===== src/rtl/mmio_sram_responder_pkg.sv =====
// Shared constants for the MMIO SRAM-port responder.
// Register selects, IRQ bit positions, reset defaults and byte merge helper.
package mmio_sram_responder_pkg;

  localparam logic [2:0] REG_SCRATCH0 = 3'd0;
  localparam logic [2:0] REG_SCRATCH1 = 3'd1;
  localparam logic [2:0] REG_LED      = 3'd2;
  localparam logic [2:0] REG_SWITCH   = 3'd3;
  localparam logic [2:0] REG_TIMER    = 3'd4;
  localparam logic [2:0] REG_COMPARE  = 3'd5;
  localparam logic [2:0] REG_IRQ_STAT = 3'd6;
  localparam logic [2:0] REG_IRQ_EN   = 3'd7;

  localparam int IRQ_PEND_BIT = 0;
  localparam int IRQ_EN_BIT   = 0;

  localparam logic [31:0] CMP_RST_DEF   = 32'hFFFF_FFFF;
  localparam logic [31:0] MMIO_WIN_BASE = 32'h8000_0000;

  function automatic logic [31:0] byte_merge(
    input logic [31:0] old_v,
    input logic [31:0] new_v,
    input logic [3:0]  be
  );
    logic [31:0] r;
    for (int i = 0; i < 4; i++) begin
      r[8*i +: 8] = be[i] ? new_v[8*i +: 8] : old_v[8*i +: 8];
    end
    return r;
  endfunction

endpackage


===== src/rtl/mmio_sram_responder_if.sv =====
// SRAM-style data port between the CPU datapath and a memory responder.
// Master drives the strobe/address/data, slave returns registered rdata.
interface mmio_sram_responder_if #(
  parameter int ADDR_W = 16
);
  logic              en;
  logic [3:0]        wen;
  logic [ADDR_W-1:0] addr;
  logic [31:0]       wdata;
  logic [31:0]       rdata;

  modport master (
    output en, wen, addr, wdata,
    input  rdata
  );

  modport slave (
    input  en, wen, addr, wdata,
    output rdata
  );
endinterface


===== src/rtl/mmio_sram_responder_timer.sv =====
// Free-running TIMER with COMPARE and a sticky pending flag.
// A match on pre-edge values sets pending even when a clear lands the same edge.
module mmio_timer
  import mmio_sram_responder_pkg::*;
#(
  parameter logic [31:0] CMP_RST = CMP_RST_DEF
)(
  input  logic        clk,
  input  logic        resetn,
  input  logic [3:0]  timer_be,
  input  logic [3:0]  cmp_be,
  input  logic        clr,
  input  logic [31:0] wdata,
  output logic [31:0] timer,
  output logic [31:0] compare,
  output logic        pending,
  output logic        pending_nxt
);

  logic [31:0] timer_nxt;
  logic [31:0] cmp_nxt;
  logic        match;

  always_comb begin
    timer_nxt = timer + 32'd1;
    if (|timer_be) begin
      timer_nxt = byte_merge(timer, wdata, timer_be);
    end
    cmp_nxt     = byte_merge(compare, wdata, cmp_be);
    match       = (timer == compare);
    pending_nxt = match | (pending & ~clr);
  end

  always_ff @(posedge clk or negedge resetn) begin
    if (!resetn) begin
      timer   <= '0;
      compare <= CMP_RST;
      pending <= 1'b0;
    end else begin
      timer   <= timer_nxt;
      compare <= cmp_nxt;
      pending <= pending_nxt;
    end
  end

endmodule


===== src/rtl/mmio_sram_responder.sv =====
// MMIO register window on the data SRAM port: scratch, LED, switches, timer.
// Read-first, one-cycle rdata so it is indistinguishable from the data RAM.
module mmio_sram_responder
  import mmio_sram_responder_pkg::*;
#(
  parameter int          ADDR_W  = 16,
  parameter int          SW_W    = 8,
  parameter int          LED_W   = 16,
  parameter logic [31:0] CMP_RST = CMP_RST_DEF
)(
  input  logic                  clk,
  input  logic                  resetn,
  mmio_sram_responder_if.slave  bus,
  input  logic [SW_W-1:0]       sw,
  output logic [LED_W-1:0]      led,
  output logic                  timer_irq
);

  logic        hit;
  logic        wr;
  logic [2:0]  sel;
  logic [3:0]  be_s0, be_s1, be_led, be_tmr;
  logic [3:0]  be_cmp, be_ist, be_ien;
  logic [31:0] scratch0, scratch1;
  logic [31:0] led_wide;
  logic [31:0] timer, compare;
  logic [31:0] rd_val, rdata_q;
  logic [SW_W-1:0] sw_s1, sw_s2;
  logic        irq_en, irq_en_nxt;
  logic        pending, pending_nxt;
  logic        clr;
  logic        unused_bits;

  assign hit = (bus.addr[ADDR_W-1:5] == '0);
  assign sel = bus.addr[4:2];
  assign wr  = bus.en & hit;

  always_comb begin
    be_s0  = '0;
    be_s1  = '0;
    be_led = '0;
    be_tmr = '0;
    be_cmp = '0;
    be_ist = '0;
    be_ien = '0;
    if (wr) begin
      case (sel)
        REG_SCRATCH0: be_s0  = bus.wen;
        REG_SCRATCH1: be_s1  = bus.wen;
        REG_LED:      be_led = bus.wen;
        REG_TIMER:    be_tmr = bus.wen;
        REG_COMPARE:  be_cmp = bus.wen;
        REG_IRQ_STAT: be_ist = bus.wen;
        REG_IRQ_EN:   be_ien = bus.wen;
        default:      ;
      endcase
    end
  end

  assign led_wide = byte_merge({{(32-LED_W){1'b0}}, led},
                               bus.wdata, be_led);
  assign clr = be_ist[0] & bus.wdata[IRQ_PEND_BIT];
  assign irq_en_nxt = be_ien[0] ? bus.wdata[IRQ_EN_BIT] : irq_en;

  always_comb begin
    rd_val = '0;
    if (hit) begin
      case (sel)
        REG_SCRATCH0: rd_val = scratch0;
        REG_SCRATCH1: rd_val = scratch1;
        REG_LED:      rd_val = {{(32-LED_W){1'b0}}, led};
        REG_SWITCH:   rd_val = {{(32-SW_W){1'b0}}, sw_s2};
        REG_TIMER:    rd_val = timer;
        REG_COMPARE:  rd_val = compare;
        REG_IRQ_STAT: rd_val = {31'b0, pending};
        REG_IRQ_EN:   rd_val = {31'b0, irq_en};
        default:      rd_val = '0;
      endcase
    end
  end

  mmio_timer #(
    .CMP_RST (CMP_RST)
  ) u_timer (
    .clk         (clk),
    .resetn      (resetn),
    .timer_be    (be_tmr),
    .cmp_be      (be_cmp),
    .clr         (clr),
    .wdata       (bus.wdata),
    .timer       (timer),
    .compare     (compare),
    .pending     (pending),
    .pending_nxt (pending_nxt)
  );

  always_ff @(posedge clk or negedge resetn) begin
    if (!resetn) begin
      scratch0  <= '0;
      scratch1  <= '0;
      led       <= '0;
      irq_en    <= 1'b0;
      sw_s1     <= '0;
      sw_s2     <= '0;
      timer_irq <= 1'b0;
      rdata_q   <= '0;
    end else begin
      scratch0  <= byte_merge(scratch0, bus.wdata, be_s0);
      scratch1  <= byte_merge(scratch1, bus.wdata, be_s1);
      led       <= led_wide[LED_W-1:0];
      irq_en    <= irq_en_nxt;
      sw_s1     <= sw;
      sw_s2     <= sw_s1;
      // irq tracks next-state so it rises with pending, not a cycle later
      timer_irq <= pending_nxt & irq_en_nxt;
      if (bus.en) begin
        rdata_q <= rd_val;
      end
    end
  end

  assign bus.rdata = rdata_q;

  assign unused_bits = ^{bus.addr[1:0], be_ist[3:1], be_ien[3:1],
                         led_wide[31:LED_W]};

endmodule


===== src/flat_wrapper.sv =====
// flat-port wrapper written by rule: the top's interface ports become plain ports
module mmio_sram_responder_flat import mmio_sram_responder_pkg::*;
#(
  parameter int          ADDR_W  = 16,
  parameter int          SW_W    = 8,
  parameter int          LED_W   = 16,
  parameter logic [31:0] CMP_RST = CMP_RST_DEF
)
  (clk, resetn, sw, led, timer_irq, bus_en, bus_wen, bus_addr, bus_wdata, bus_rdata);
  mmio_sram_responder_if #(.ADDR_W(ADDR_W)) bus_i ();
  input  logic clk;
  input  logic resetn;
  input  logic [SW_W-1:0] sw;
  output logic [LED_W-1:0] led;
  output logic timer_irq;
  input wire logic [$bits(bus_i.en)-1:0] bus_en;
  input wire logic [$bits(bus_i.wen)-1:0] bus_wen;
  input wire logic [$bits(bus_i.addr)-1:0] bus_addr;
  input wire logic [$bits(bus_i.wdata)-1:0] bus_wdata;
  output wire logic [$bits(bus_i.rdata)-1:0] bus_rdata;
  assign bus_i.en = bus_en;
  assign bus_i.wen = bus_wen;
  assign bus_i.addr = bus_addr;
  assign bus_i.wdata = bus_wdata;
  assign bus_rdata = bus_i.rdata;
  mmio_sram_responder #(.ADDR_W(ADDR_W), .SW_W(SW_W), .LED_W(LED_W), .CMP_RST(CMP_RST)) u_core (.clk(clk), .resetn(resetn), .bus(bus_i), .sw(sw), .led(led), .timer_irq(timer_irq));
endmodule

===== config.mk =====
export PLATFORM = sky130hd
export DESIGN_NAME = mmio_sram_responder_flat
export DESIGN_NICKNAME = d
export VERILOG_FILES = /design/src/rtl/mmio_sram_responder_pkg.sv /design/src/rtl/mmio_sram_responder_if.sv /design/src/rtl/mmio_sram_responder_timer.sv /design/src/rtl/mmio_sram_responder.sv /design/src/flat_wrapper.sv
export SDC_FILE = /design/constraint.sdc
export NUM_CORES = 1
export LEC_CHECK = 0
export ABC_AREA = 1
export BUFFER_PORTS_ARGS = -buffer_cell sky130_fd_sc_hd__buf_2
export CORE_UTILIZATION = 40
export CTS_CLUSTER_SIZE = 24
export DETAILED_ROUTE_END_ITERATION = 6
export PLACE_DENSITY_LB_ADDON = 0.1
export SYNTH_ARGS = -nofsm -noshare
export SYNTH_HDL_FRONTEND = slang
export SYNTH_SLANG_ARGS = --single-unit

===== constraint.sdc =====
create_clock -name clk -period 2.52 [get_ports clk]
set_input_delay 0 -clock clk [delete_from_list [all_inputs] [get_ports clk]]
set_output_delay 0 -clock clk [all_outputs]
set_load 0.01 [all_outputs]

; After elaboration in Yosys (flattened, before gate mapping)
; Index checks and enable logic that the tools add are counted.
[classes]
mux = 22
n_reduce_logical = 3
n_addsub = 1
n_eq_ne = 12
n_bitwise = 6
[op_table]
columns = cell, count
row1 = 32-bit case mux with 8 select lines, 1
row2 = 32-bit 2-to-1 mux, 2
row3 = "32-bit by 1-bit adder with 32-bit output, second input constant", 1
row4 = 32-bit equality test, 1
row5 = 4-bit 2-to-1 mux, 8
row6 = 8-bit 2-to-1 mux, 4
row7 = "3-bit equality test, second input constant", 4
row8 = 11-bit zero test, 1
row9 = "2-bit != test, second input constant", 4
row10 = "3-bit by 2-bit equality test with 1-bit output, second input constant", 2
row11 = 1-bit 2-to-1 mux, 5
row12 = 1-bit AND, 4
row13 = 2-bit 2-to-1 mux, 2
row14 = 4-bit OR reduction, 1
row15 = "3-bit by 1-bit equality test with 1-bit output, second input constant", 1
row16 = 3-bit zero test, 1
row17 = 1-bit NOT, 1
row18 = 1-bit bitwise OR, 1
[word_totals]
inputBits = 63
register_bits = 195
wordCells = 68
out_inout_bits = 49

; Depth between registers and ports, before layout
[logic_depth]
word_depth = 8
depth_mapped = 12
ltp_nobuf = 11

; Modules after synthesis
; A second synthesis with hierarchy kept.
[unflattened]
hier_cells = 1372
area_unflattened_um2 = 10316.1
[modules_own_cells]
columns = module, cells_per_inst, seq_area_each_um2, area_each_um2, instances
row1 = mmio_sram_responder, 752, 3253.1, 6143.4, 1
row2 = mmio_timer, 620, 1666.6, 4172.8, 1

; Worst setup path before layout
; Ideal clock, no wire load.
[synth_timing]
kind = reg-to-reg
from = register u_core.u_timer.timer[1]
to = register u_core.u_timer.timer[16]
setup_time_ns = 0.118
period_less_slack_ns = 1.551
path_slack_ns = 0.969
t_required_ns = 2.402
path_buffers = 0
arrival_time_ns = 1.433
stages_incl_launch_ff = 11
path_cell_list = dfrtp_1 -> ha_1 -> nand3_1 -> inv_1 -> nand2_1 -> nor2_2 -> nand3_1 -> nand2_1 -> nand3_1 -> nand2_1 -> nand2_1
[synth_via]
elab_chain_len = 2
[synth_rtl]
columns = item, line_no
row1 = start: declaration, mmio_sram_responder_timer.sv:14  ; output logic [31:0] timer,
row2 = start signal: assignment, mmio_sram_responder_timer.sv:40  ; timer <= timer_nxt;
row3 = 32-bit by 1-bit adder with 32-bit output, mmio_sram_responder_timer.sv:25  ; timer_nxt = timer + 32'd1;
row4 = 32-bit 2-to-1 mux, mmio_sram_responder_timer.sv:26  ; if (|timer_be) begin
; Every way passes these cells.
; A chain may end at the register's enable or synchronous reset.

; Worst setup path in the final report
[layout_timing]
from = register u_core.u_timer.timer[1]
to = register u_core.u_timer.timer[24]
; The elaborated chain is that of the path after synthesis.

==> run_results.csv <==
group,metric,value,unit
place,dp_hpwl,21400,um
synth,syn_inst,1321,
synth,async_flop_share,100,%
synth,synth_fp_nets,1385,
timing,max_slew.worst_pin.slew,0.955,ns
worst_setup_path,worst-path-max-fanout,7,
clock_network,clock_sinks,195,
timing,fin_hold_ws,0.0420,ns
power_and_ir_drop,ir_drop,0.370,mV
clock_network,clk_latency,0.44,ns
power_and_ir_drop,power.leakage,5.85,nW
worst_setup_path,cp_cell_sequence,"ha_1 > nand3_1 > inv_1 > nand2_1 > nor2_2 > nand4_1 > nand2_1 > nand2_1 > nand2_1 > nand2_1",
clock_network,clkTransAtPathRegs,0.08,ns
worst_setup_path,cp_common_cell,"nand2_1",
floorplanning,die_y,162,um
layout,finalNetCount,1515,
layout,layout_commonest_cell,"nand2_1",
clock_network,cts_max_path_buffers,2,
timing,drv_slew,0,
clock_network,cts-resized-gates,0,
synth,yosysWarnings,0,
floorplanning,core,25000,um2
clock_network,numCtsBuffers,17,
synth,ys_ff_latch,195,
timing,rsz0062_at_grt,"no",
grt,antenna_found_initial,1,
place,pre_cts_ws,0.591,ns
synth,ys_seq_area_share,48.3,%
timing,min_period_over_period,75.9,%
grt,grt-ovfl-total,0,
place,port_buffers,109,
grt,grt.total_usage,24.0,%
power_and_ir_drop,p_total,6.82,mW
floorplanning,io_pins,112,
timing,maxSlewHeadroom,36.3,%
detailed_routing,num_vias,9090,
worst_setup_path,worstSetupPathType,"flop to flop",
detailed_routing,wirelength,30000,um
detailed_routing,firstDrtPassIters,7,
synth,synth_flop_cell,"dfrtp_1",
worst_setup_path,cp-end-kind,"flop",
power_and_ir_drop,p_per_area,564,nW/um2
synth,synth_top_area_share,40.1,%
detailed_routing,ant_nets,0,
detailed_routing,wl_per_cell,16.7,um
timing,fmax,0.523,GHz
floorplanning,initial_core_util,40.6,%
layout,nFillCells,2489,
clock_network,ctsRootBufferMaster,"clkbuf_16",
floorplanning,die-area,26100,um2
clock_network,cts_tree,"yes",
worst_setup_path,startpoint_type,"flop",
detailed_routing,vias_per_cell,5.06,
grt,grt_pass1_vias,8740,
grt,grt_max_degree,55,
detailed_routing,drc,0,
worst_setup_path,path_buf_inv,1,
grt,grt_pass1_wl,48100,um
timing,skew,0.0134,ns
layout,final_cell_mix,"nand2_1, dfrtp_1, o21ai_0",
synth,yosys.area.top_type,"dfrtp_1",
layout,multi_input_area,4590,um2
worst_setup_path,slowest_stage,"dfrtp_1",
synth,ys_types,42,
place,gp_congestion,0.903,
detailed_routing,drtIter0Drc,776,
status,status,"complete, no violations",
hold_path,min-delay-path-class,"input port to flop",
synth,syn_area_per_cell,7.70,um2
synth,syn_area,10200,um2
clock_network,htree_levels,4,
layout,ff_latch_area,4920,um2
layout,area_growth,18.9,%
floorplanning,die_x,162,um
synth,synth-edff-count,0,
timing,tns,0,ns
floorplanning,placementRows,58,
worst_setup_path,timing.critical_path.slowest_cell_delay,0.47,ns
synth,synthTopCellsByArea,"dfrtp_1, nand2_1, dfstp_2",
timing,setup_viol,0,
worst_setup_path,path_delay_family,"simple AND/OR/NAND/NOR gates",
worst_setup_path,critPathRequiredTime,2.85,ns
timing,hold_violations,0,
run,max_cap_violations,0,
timing,fin_crit,1.91,ns
timing,setup_ws,0.607,ns
worst_setup_path,cp_data_arrival_time,2.24,ns
layout,layout-drive-gt1-share,15.8,%
[registers in the layout, summed over array words and instances, names as in the netlist]
signal / cells
u_core.bus.rdata: 32
u_core.u_timer.pending: 1
u_core.led: 16
u_core.scratch0: 32
u_core.u_timer.compare: 32
u_core.sw_s2: 8
u_core.irq_en: 1
u_core.sw_s1: 8
u_core.u_timer.timer: 32
u_core.scratch1: 32
u_core.timer_irq: 1
[logic make-up (layout without fill, tap and decap cells)]
group,Yosys count,in the layout,synth area share (%)
buffers and inverters,157,300,6.61
and+or+nand+nor,716,716,29.8
adders and majority gates,1,1,0.123
DFF,195,195,48.3
xor gates and xnor gates,38,38,3.27
AOI/OAI and AO/OA,214,214,11.8
other,0,1,0
[worst paths after layout]
| path | start | endpoint | slack, ns | cells after the start |
|---|---|---|---|---|
| max | u_core.u_timer.timer[1] | u_core.u_timer.timer[24] | 0.61 | 10 |
| min | bus_addr[2] | u_core.u_timer.pending | 0.04 | 5 |
| max reg2reg | u_core.u_timer.timer[1] | u_core.u_timer.timer[24] | 0.61 | 10 |
| min reg2reg | u_core.sw_s1[4] | u_core.sw_s2[4] | 0.35 | 0 |
| max in group asynchronous | resetn | u_core.u_timer.compare[12] | 1.67 | 3 |
| min in group asynchronous | resetn | u_core.scratch0[18] | 0.09 | 2 |
[Yosys cell counts, types with 3 or more instances]
master	number
a211oi_1	5
a21oi_1	17
a22oi_1	5
buf_2	27
buf_4	7
buf_6	3
clkbuf_1	25
dfrtp_1	163
dfstp_2	32
inv_1	89
inv_2	5
nand2_1	500
nand3_1	86
nand3_2	8
nand3b_1	3
nand4_1	17
nor2_1	83
nor2_2	3
nor2_4	4
o2111ai_1	6
o2111ai_2	4
o211ai_1	4
o21ai_0	145
o21ai_1	15
o221ai_1	5
o22ai_1	4
xnor2_1	28
xor2_1	10
[report_power, final]
part	total [mW]	switching (mW)	internal, mW
Combinational	0.620	0.383	0.237
Clock	2.92	1.46	1.45
Sequential	3.29	0.102	3.19
Total	6.82	1.95	4.88
[routing by layer]
layer / up-vias / wire [um] / global-route usage (%)
met5: - / 0 / 0
met4: 0 / 585 / 7.85
met3: 35 / 1050 / 2.85
met2: 205 / 14000 / 38.8
met1: 4325 / 14400 / 33.3
li1: 4525 / - / -
[worst min-delay path: cells and delay by family]
kind | cells | cell delay [ns]
AND/OR/NAND/NOR | 4 | 0.24
buffers and inverters | 1 | 0.20
[layout make-up]
cell class / instances / share of cell area, %
flip-flops and latches: 195 / 40.7
well taps: 330 / 3.41
multi-input cells: 969 / 37.9
diodes: 1 / 0.0207
clock inverters: 15 / 1.74
inverters: 94 / 2.92
repair buffers: 174 / 9.77
clock buffers: 17 / 3.52
[metrics by stage]
stage | instance area (um2) | utilization, % | instances
after global placement | 11000 | 44.1 | 1721
after CTS | 12100 | 48.3 | 1794
after global routing | 12100 | 48.3 | 1795
after detailed placement | 11000 | 44.1 | 1721
final | 12100 | 48.3 | 1795
after floorplan | 10200 | - | 1321
[timing repair]
item	4_1_cts	5_1_grt
buffers inserted	0	0
endpoints found under the hold margin	305	0
hold buffers	41	0
Note: power is estimated with default switching activity, not from simulation.
